==> config.mk <==
export PLATFORM = sky130hd
export DESIGN_NAME = regfile_access_ctrl
export DESIGN_NICKNAME = d
export VERILOG_FILES = /design/src/rtl/regfile_access_ctrl.sv
export SDC_FILE = /design/constraint.sdc
export NUM_CORES = 1
export LEC_CHECK = 0
export CAP_MARGIN = 0
export CORE_ASPECT_RATIO = 0.5
export CORE_MARGIN = 10
export CORE_UTILIZATION = 50
export CTS_CLUSTER_SIZE = 12
export DETAILED_ROUTE_END_ITERATION = 16
export GPL_TIMING_DRIVEN = 0
export MAX_ROUTING_LAYER = met4
export PLACE_DENSITY = 0.84
export SLEW_MARGIN = 20
export SYNTH_ARGS = -nofsm -noshare
export SYNTH_HDL_FRONTEND = slang
export SYNTH_SLANG_ARGS = --single-unit
==> constraint.sdc <==
create_clock -name clk -period 2.19 [get_ports clk]
set_input_delay 0.438 -clock clk [delete_from_list [all_inputs] [get_ports clk]]
set_output_delay 0.438 -clock clk [all_outputs]
set_load 0.05 [all_outputs]
==> src/rtl/regfile_access_ctrl.sv <==
// ----------------------------------------------------------------------------
// regfile_access_ctrl
//   Sequences binary-indexed READ / WRITE / MOVE (and optionally SWAP) requests
//   from instruction decode into per-cycle accesses on a one-hot register file
//   interface (RegNum / RegCE / A in, rf_out back), then returns a response.
//
//   Optional feature macro: RFCTRL_SWAP_EN
//     defined   : op 2'b11 is SWAP (RD_A, RD_B, WR_A, WR_B); tmp_b is built.
//     undefined : op 2'b11 is illegal, answered after one edge with rsp_err=1.
//
// Ports
//   clk, nReset            clock (rising edge), async active-low reset
//   req_valid/req_ready    request handshake; ready only in IDLE
//   req_op                 00 READ, 01 WRITE, 10 MOVE, 11 SWAP/illegal
//   req_src/req_dst        register indices, req_wdata write data
//   rsp_valid/rsp_ready    response handshake; response held until consumed
//   rsp_data/rsp_err       response payload / illegal-request flag
//   RegNum                 one-hot register select (0 when not accessing)
//   RegCE                  register-file write enable
//   A                      register-file write data
//   rf_out                 register-file read data (combinational on RegNum)
// ----------------------------------------------------------------------------
module regfile_access_ctrl #(
    parameter  int DW   = 8,
    parameter  int NREG = 4,
    localparam int IDXW = (NREG > 1) ? $clog2(NREG) : 1
) (
    input  logic            clk,
    input  logic            nReset,
    input  logic            req_valid,
    output logic            req_ready,
    input  logic [1:0]      req_op,
    input  logic [IDXW-1:0] req_src,
    input  logic [IDXW-1:0] req_dst,
    input  logic [DW-1:0]   req_wdata,
    output logic            rsp_valid,
    input  logic            rsp_ready,
    output logic [DW-1:0]   rsp_data,
    output logic            rsp_err,
    output logic [NREG-1:0] RegNum,
    output logic            RegCE,
    output logic [DW-1:0]   A,
    input  logic [DW-1:0]   rf_out
);

    localparam logic [1:0] OP_READ  = 2'b00;
    localparam logic [1:0] OP_WRITE = 2'b01;
    localparam logic [1:0] OP_MOVE  = 2'b10;
    localparam logic [1:0] OP_SWAP  = 2'b11;

    // Register count at index width + 1 so the range check never truncates.
    localparam logic [IDXW:0]   NREG_L = (IDXW + 1)'(NREG);
    localparam logic [NREG-1:0] OH_ONE = {{(NREG-1){1'b0}}, 1'b1};

    typedef enum logic [2:0] {
        S_IDLE,
        S_RD_A,
`ifdef RFCTRL_SWAP_EN
        S_RD_B,
        S_WR_B,
`endif
        S_WR_A,
        S_RESP
    } state_t;

    state_t          state, state_d;

    logic [1:0]      op_q;
    logic [IDXW-1:0] src_q, dst_q;
    logic [DW-1:0]   wdata_q;
    logic [DW-1:0]   tmp_a;
`ifdef RFCTRL_SWAP_EN
    logic [DW-1:0]   tmp_b;
`endif

    logic            src_ok, dst_ok, legal;
    logic [NREG-1:0] oh_src, oh_dst;

    assign oh_src = OH_ONE << src_q;
    assign oh_dst = OH_ONE << dst_q;

    // Legality of the request currently offered on the req_* bus.
    always_comb begin
        src_ok = ({1'b0, req_src} < NREG_L);
        dst_ok = ({1'b0, req_dst} < NREG_L);
        legal  = 1'b0;
        case (req_op)
            OP_READ:  legal = src_ok;
            OP_WRITE: legal = dst_ok;
            OP_MOVE:  legal = src_ok && dst_ok;
            OP_SWAP: begin
`ifdef RFCTRL_SWAP_EN
                legal = src_ok && dst_ok;
`else
                legal = 1'b0;
`endif
            end
        endcase
    end

    // State register. Outputs below decode from state, so an async reset
    // drops RegCE in the same instant and no partial write can land.
    always_ff @(posedge clk or negedge nReset) begin
        if (!nReset) state <= S_IDLE;
        else         state <= state_d;
    end

    // Next state and register-file interface outputs.
    always_comb begin
        state_d   = state;
        req_ready = 1'b0;
        rsp_valid = 1'b0;
        RegNum    = '0;
        RegCE     = 1'b0;
        A         = '0;
        case (state)
            S_IDLE: begin
                req_ready = 1'b1;
                if (req_valid) begin
                    if (!legal)                state_d = S_RESP;
                    else if (req_op == OP_WRITE) state_d = S_WR_A;
                    else                       state_d = S_RD_A;
                end
            end
            S_RD_A: begin
                RegNum = oh_src;
                if (op_q == OP_READ) state_d = S_RESP;
`ifdef RFCTRL_SWAP_EN
                else if (op_q == OP_SWAP) state_d = S_RD_B;
`endif
                else                 state_d = S_WR_A;
            end
`ifdef RFCTRL_SWAP_EN
            S_RD_B: begin
                RegNum  = oh_dst;
                state_d = S_WR_A;
            end
            S_WR_B: begin
                RegNum  = oh_dst;
                RegCE   = 1'b1;
                A       = tmp_a;
                state_d = S_RESP;
            end
`endif
            S_WR_A: begin
                RegCE   = 1'b1;
                RegNum  = oh_dst;
                A       = (op_q == OP_WRITE) ? wdata_q : tmp_a;
                state_d = S_RESP;
`ifdef RFCTRL_SWAP_EN
                // SWAP writes the source first with the old destination value.
                if (op_q == OP_SWAP) begin
                    RegNum  = oh_src;
                    A       = tmp_b;
                    state_d = S_WR_B;
                end
`endif
            end
            S_RESP: begin
                rsp_valid = 1'b1;
                if (rsp_ready) state_d = S_IDLE;
            end
            default: state_d = S_IDLE;
        endcase
    end

    // Request latch, read temporaries and response payload. Nothing here
    // changes in RESP, so the payload is stable while the response waits.
    always_ff @(posedge clk or negedge nReset) begin
        if (!nReset) begin
            op_q     <= OP_READ;
            src_q    <= '0;
            dst_q    <= '0;
            wdata_q  <= '0;
            tmp_a    <= '0;
`ifdef RFCTRL_SWAP_EN
            tmp_b    <= '0;
`endif
            rsp_data <= '0;
            rsp_err  <= 1'b0;
        end else begin
            case (state)
                S_IDLE: begin
                    if (req_valid) begin
                        op_q     <= req_op;
                        src_q    <= req_src;
                        dst_q    <= req_dst;
                        wdata_q  <= req_wdata;
                        rsp_err  <= !legal;
                        rsp_data <= (legal && req_op == OP_WRITE) ? req_wdata : '0;
                    end
                end
                S_RD_A: begin
                    // Old source value is the response for READ, MOVE and SWAP.
                    tmp_a    <= rf_out;
                    rsp_data <= rf_out;
                end
`ifdef RFCTRL_SWAP_EN
                S_RD_B: tmp_b <= rf_out;
`endif
                default: ;
            endcase
        end
    end

endmodule
# Word level (Yosys, flattened, before mapping)
# Index checks and enable logic that the tools add are counted.
[totals]
input_bits = 26
reg_bits = 34
elab_cells = 45
memories = 0
mem_bits_rw = 0
mem_bits_ro = 0
latchBits = 0
out_inout_bits = 24
[classes]
muxes = 16
magnitude_cmp = 0
n_eq_ne = 9
div_mod_pow = 0
shifts = 2
add_sub_neg = 0
n_bitwise = 0
n_reduce_logical = 10
multipliers = 0
[op_table]
columns = ["operator", "n"]
rows = [
  ["$mux 8", 4],
  ["$pmux 8 s2", 1],
  ["$pmux 3 s4", 1],
  ["$pmux 4 s2", 1],
  ["$shl 1x2->4 const A", 2],
  ["$eq 3x2->1 const B", 2],
  ["$mux 3", 2],
  ["$reduce_and 2->1", 3],
  ["$eq 2x1->1 const B", 2],
  ["$eq 2x2->1 const B", 2],
  ["$logic_not 2->1", 2],
  ["$mux 1", 4],
  ["$mux 2", 2],
  ["$ne 2x2->1 const B", 2],
  ["$eq 3x1->1 const B", 1],
  ["$logic_not 3->1", 1],
  ["$reduce_or 3->1", 1],
  ["$pmux 1 s2", 1],
  ["$reduce_bool 2->1", 1],
  ["$logic_and 1x1->1", 1],
  ["$logic_not 1->1", 1],
]

# Depth between registers and ports, before layout
[logic_depth]
word_depth = 7
mapped_depth = 7
mapped_depth_nobuf = 5

# Worst setup path after synthesis
# Ideal clock, no wire load.
[synth_path]
kind = "register to output"
from = "reg state[0]"
to = "out A[0]"
stages_incl_launch_ff = 5
setup_slack_ns = -0.319
n_path_buf = 1
t_required_ns = 1.752
arrival_ns = 2.071
path_cell_list = "dfrtp_1 > inv_1 > ha_1 > clkbuf_1 > nor2b_1"
[synth_between]
elab_chain_cells = 2
[synth_lines]
columns = ["item", "line", "source"]
rows = [
  ["start, declared", "66", "state_t state, state_d;"],
  ["start signal, assigned", "105", "else state <= state_d;"],
  ["$eq 3x2->1", "116", "case (state)"],
  ["$mux 8", "116", ""],
  ["end, declared", "42", "output logic [DW-1:0] A,"],
]
# No other way between the ends.

# Worst setup path in the final report
[layout_path]
from = "reg state[1]"
to = "out req_ready"
[layout_between]
elab_chain_cells = 2
[layout_lines]
columns = ["item", "line", "source"]
rows = [
  ["$logic_not 3->1", "116", ""],
  ["$mux 1", "116", ""],
  ["end, declared", "31", "output logic req_ready,"],
]
# No other way between the ends.

==> results.txt <==
run status: complete, no violations
Logic pwr share: 60.8%
drt pass-1 iters: 4
Final period util: 96.6%
die width: 102 um
top_reg_cell synth: dfrtp_1
post-synthesis cell count: 142
Worst-path clk slew: 0.07 ns
Filler cells: 204
average cell area after synthesis: 11.7 um^2
CP delay by family, top: buffers and inverters
leak pwr: 0.00103 uW
Final HPWL DP: 3080 um
switching share of total power: 48.2%
largest net degree at the start of global routing: 31
worst endpoint required time: 1.75 ns
maximum fanout along the worst path: 5
Commonest cells post-synth: dfrtp_1, mux2_1, nor2b_1
Post-synth ARST share: 100%
synth top area cells: dfrtp_1, mux2_1, nor2b_1
pins over their slew limit: 0
DR DRC count: 0
Initial Utilization: 53.8%
CP Launch Type: flip-flop
sw power: 1950 uW
area of the mapped netlist: 1670 um^2
Vias: 1294
setup TNS: 0 ns
Clock Sinks: 33
footprint of the multi-input gates: 818 um^2
RSZ-0062 raised after global routing: no
Area after DPL: 2250 um^2
ANT cells: 0
worst min-delay path class: in -> async
Via density: 5.35
top-area cell type share of the netlist area: 49.5%
final hold vios: 0
nature of the critical path endpoint: output pin
MaxCap Viol Count: 0
gr usage total: 14.5%
fmax: 473 MHz
Worst path max stage delay: 0.56 ns
Rel. slew slack: 66.5%
initial detailed-routing violation count: 18
Post-synth EDFFs: 0
Die Span Y: 60.8 um
Clock power frac: 11.3%
Post-Route WL: 4170 um
CTS H-tree depth: 2
clk_lat worst skew: 0.29 ns
sequential share of power: 27.9%
most used standard cell by instance count after synthesis: dfrtp_1
final hold slack: 0.487 ns
Setup violations, final: 0
CP Cell Sequence: inv_1, ha_1, dlygate4sd2_1
Pint: 2090 uW
global-route wire length before repair: 6620 um
area grow syn2layout: 40.1%
Post-Layout Inst Area: 2340 um^2
Tmin final: 2.12 ns
std cell rows: 14
syn nets: 174
clock buffer depth: 2
gr ovfl total: 0
PortBufs: 49
Wirelength per Cell: 17.2 um
initial antenna violation count: 0
vias in the first global route: 1358
nets: 233
Clk Tree Root Cell: clkbuf_8
area of the core: 3100 um^2
Yosys top cell by area: dfrtp_1
YS warnings: 0
buffers and inverters on the worst path: 2
die area: 6190 um^2
register area share after synthesis: 49.5%
critical path's slowest cell: dlygate4sd2_1
power per cell area: 1730 nW/um^2
number of routed nets with antenna violations: 0
routability cong.: 0.734
clk_skew: 0.00437 ns
CTS tree: done
io pins: 50
worst slew pin tran: 0.493 ns
critical path class: reg -> out
area occupied by registers: 826 um^2
post-synth cell types: 28
Worst VDD drop: 0.976 mV
flops & latches, synth: 33
critical path arrival: 1.68 ns
total CTS buffers: 5
ratio of cells with drive above 1 in the final layout: 24.3%
==> path summary, 6_finish.rpt <==
check | startpoint | end | slack (ns) | depth (start not counted)
setup reg to reg | state[1] | rsp_data[6] | 0.41 | 7
max in group asynchronous | nReset | wdata_q[0] | 1.33 | 3
hold reg to reg | rsp_err | rsp_err | 0.49 | 2
setup / recovery | state[1] | req_ready | 0.07 | 3
hold / removal | nReset | src_q[1] | 0.49 | 2
min in group clk | rsp_err | rsp_err | 0.49 | 2
==> cells by family after synthesis <==
| kind of cell | count (synthesis) | share of synthesized area, % |
|---|---|---|
| and+or+nand+nor | 35 | 11.7 |
| muxes | 31 | 20.5 |
| DFF | 33 | 49.5 |
| buffers and inverters | 10 | 3.53 |
| adders and majority gates | 6 | 4.50 |
| AOI/OAI and AO/OA | 27 | 10.3 |
==> layer usage <==
layer / part of all wire (%) / GRT usage [%]
met5: 0 / -
met4: 1.5 / 5.66
met3: 5.8 / 4.54
met2: 51 / 25.1
met1: 42 / 15.6
==> state kept, by name, indices dropped and copies added, names as in the netlist <==
register	cells
dst_q	2
op_q	2
rsp_data	8
rsp_err	1
src_q	2
state	2
tmp_a	8
wdata_q	8
==> what timing repair did <==
item                                    4_1_cts  5_1_grt
resized for setup                            75        3
hold buffers                                  1        0
buffers inserted                              0        1
pin swaps                                     0        0
endpoints found under the hold margin         3        0
endpoints found under the setup margin       14        6
==> metrics by stage <==
step	std cells	power (uW)	utilization, %	setup WS, ns
5_1_grt	242	4270	75.4	0.00216
2_1_floorplan	142	2860	-	0.0174
4_1_cts	241	4040	75.0	-0.00995
3_5_place_dp	232	3620	72.5	-0.578
3_3_place_gp	231	3540	72.0	-0.575
6_report	242	4040	75.4	0.0739
==> power by group through the flow <==
stage	combinational, uW	clock (uW)	sequential, uW
finish	2460	455	1130
global route	2620	488	1160
CTS	2460	459	1120
detailed placement	2490	0	1130
global placement	2430	0	1110
floorplan	1500	0	1360
==> worst register-to-register path: cells and delay by family, from the launching register on <==
family                     cells  cell delay, ns
AOI/OAI and AO/OA              1            0.08
adders and majority gates      1            0.20
buffers and inverters          3            0.49
DFF                            1            0.46
muxes                          1            0.42
and+or+nand+nor                1            0.07
==> area by class of cell <==
class | count | area share (%)
multi-input combinational | 99 | 35.0
sequential | 33 | 35.3
inverter | 4 | 0.642
tap | 40 | 2.14
clock buffer | 5 | 2.94
timing repair buffer | 52 | 20.8
buffer | 6 | 2.41
clock inverter | 3 | 0.749
==> cell usage in the layout, fill, tap and decap left out, types with 2 or more instances in the layout <==
cell	instances
mux2_1	16
buf_2	5
dlygate4sd2_1	2
o31ai_1	2
buf_4	11
clkbuf_8	6
clkdlybuf4s50_1	33
o21ai_0	2
o21ai_1	10
buf_6	2
clkinv_2	2
and2_1	2
nor2b_1	4
nor2_1	3
nor2b_2	9
mux2i_1	8
ha_1	5
nand2b_1	2
inv_1	3
dfrtp_1	33
a22oi_1	9
mux2_2	6
nand2_1	11
Note: power is estimated with default switching activity, not from simulation.
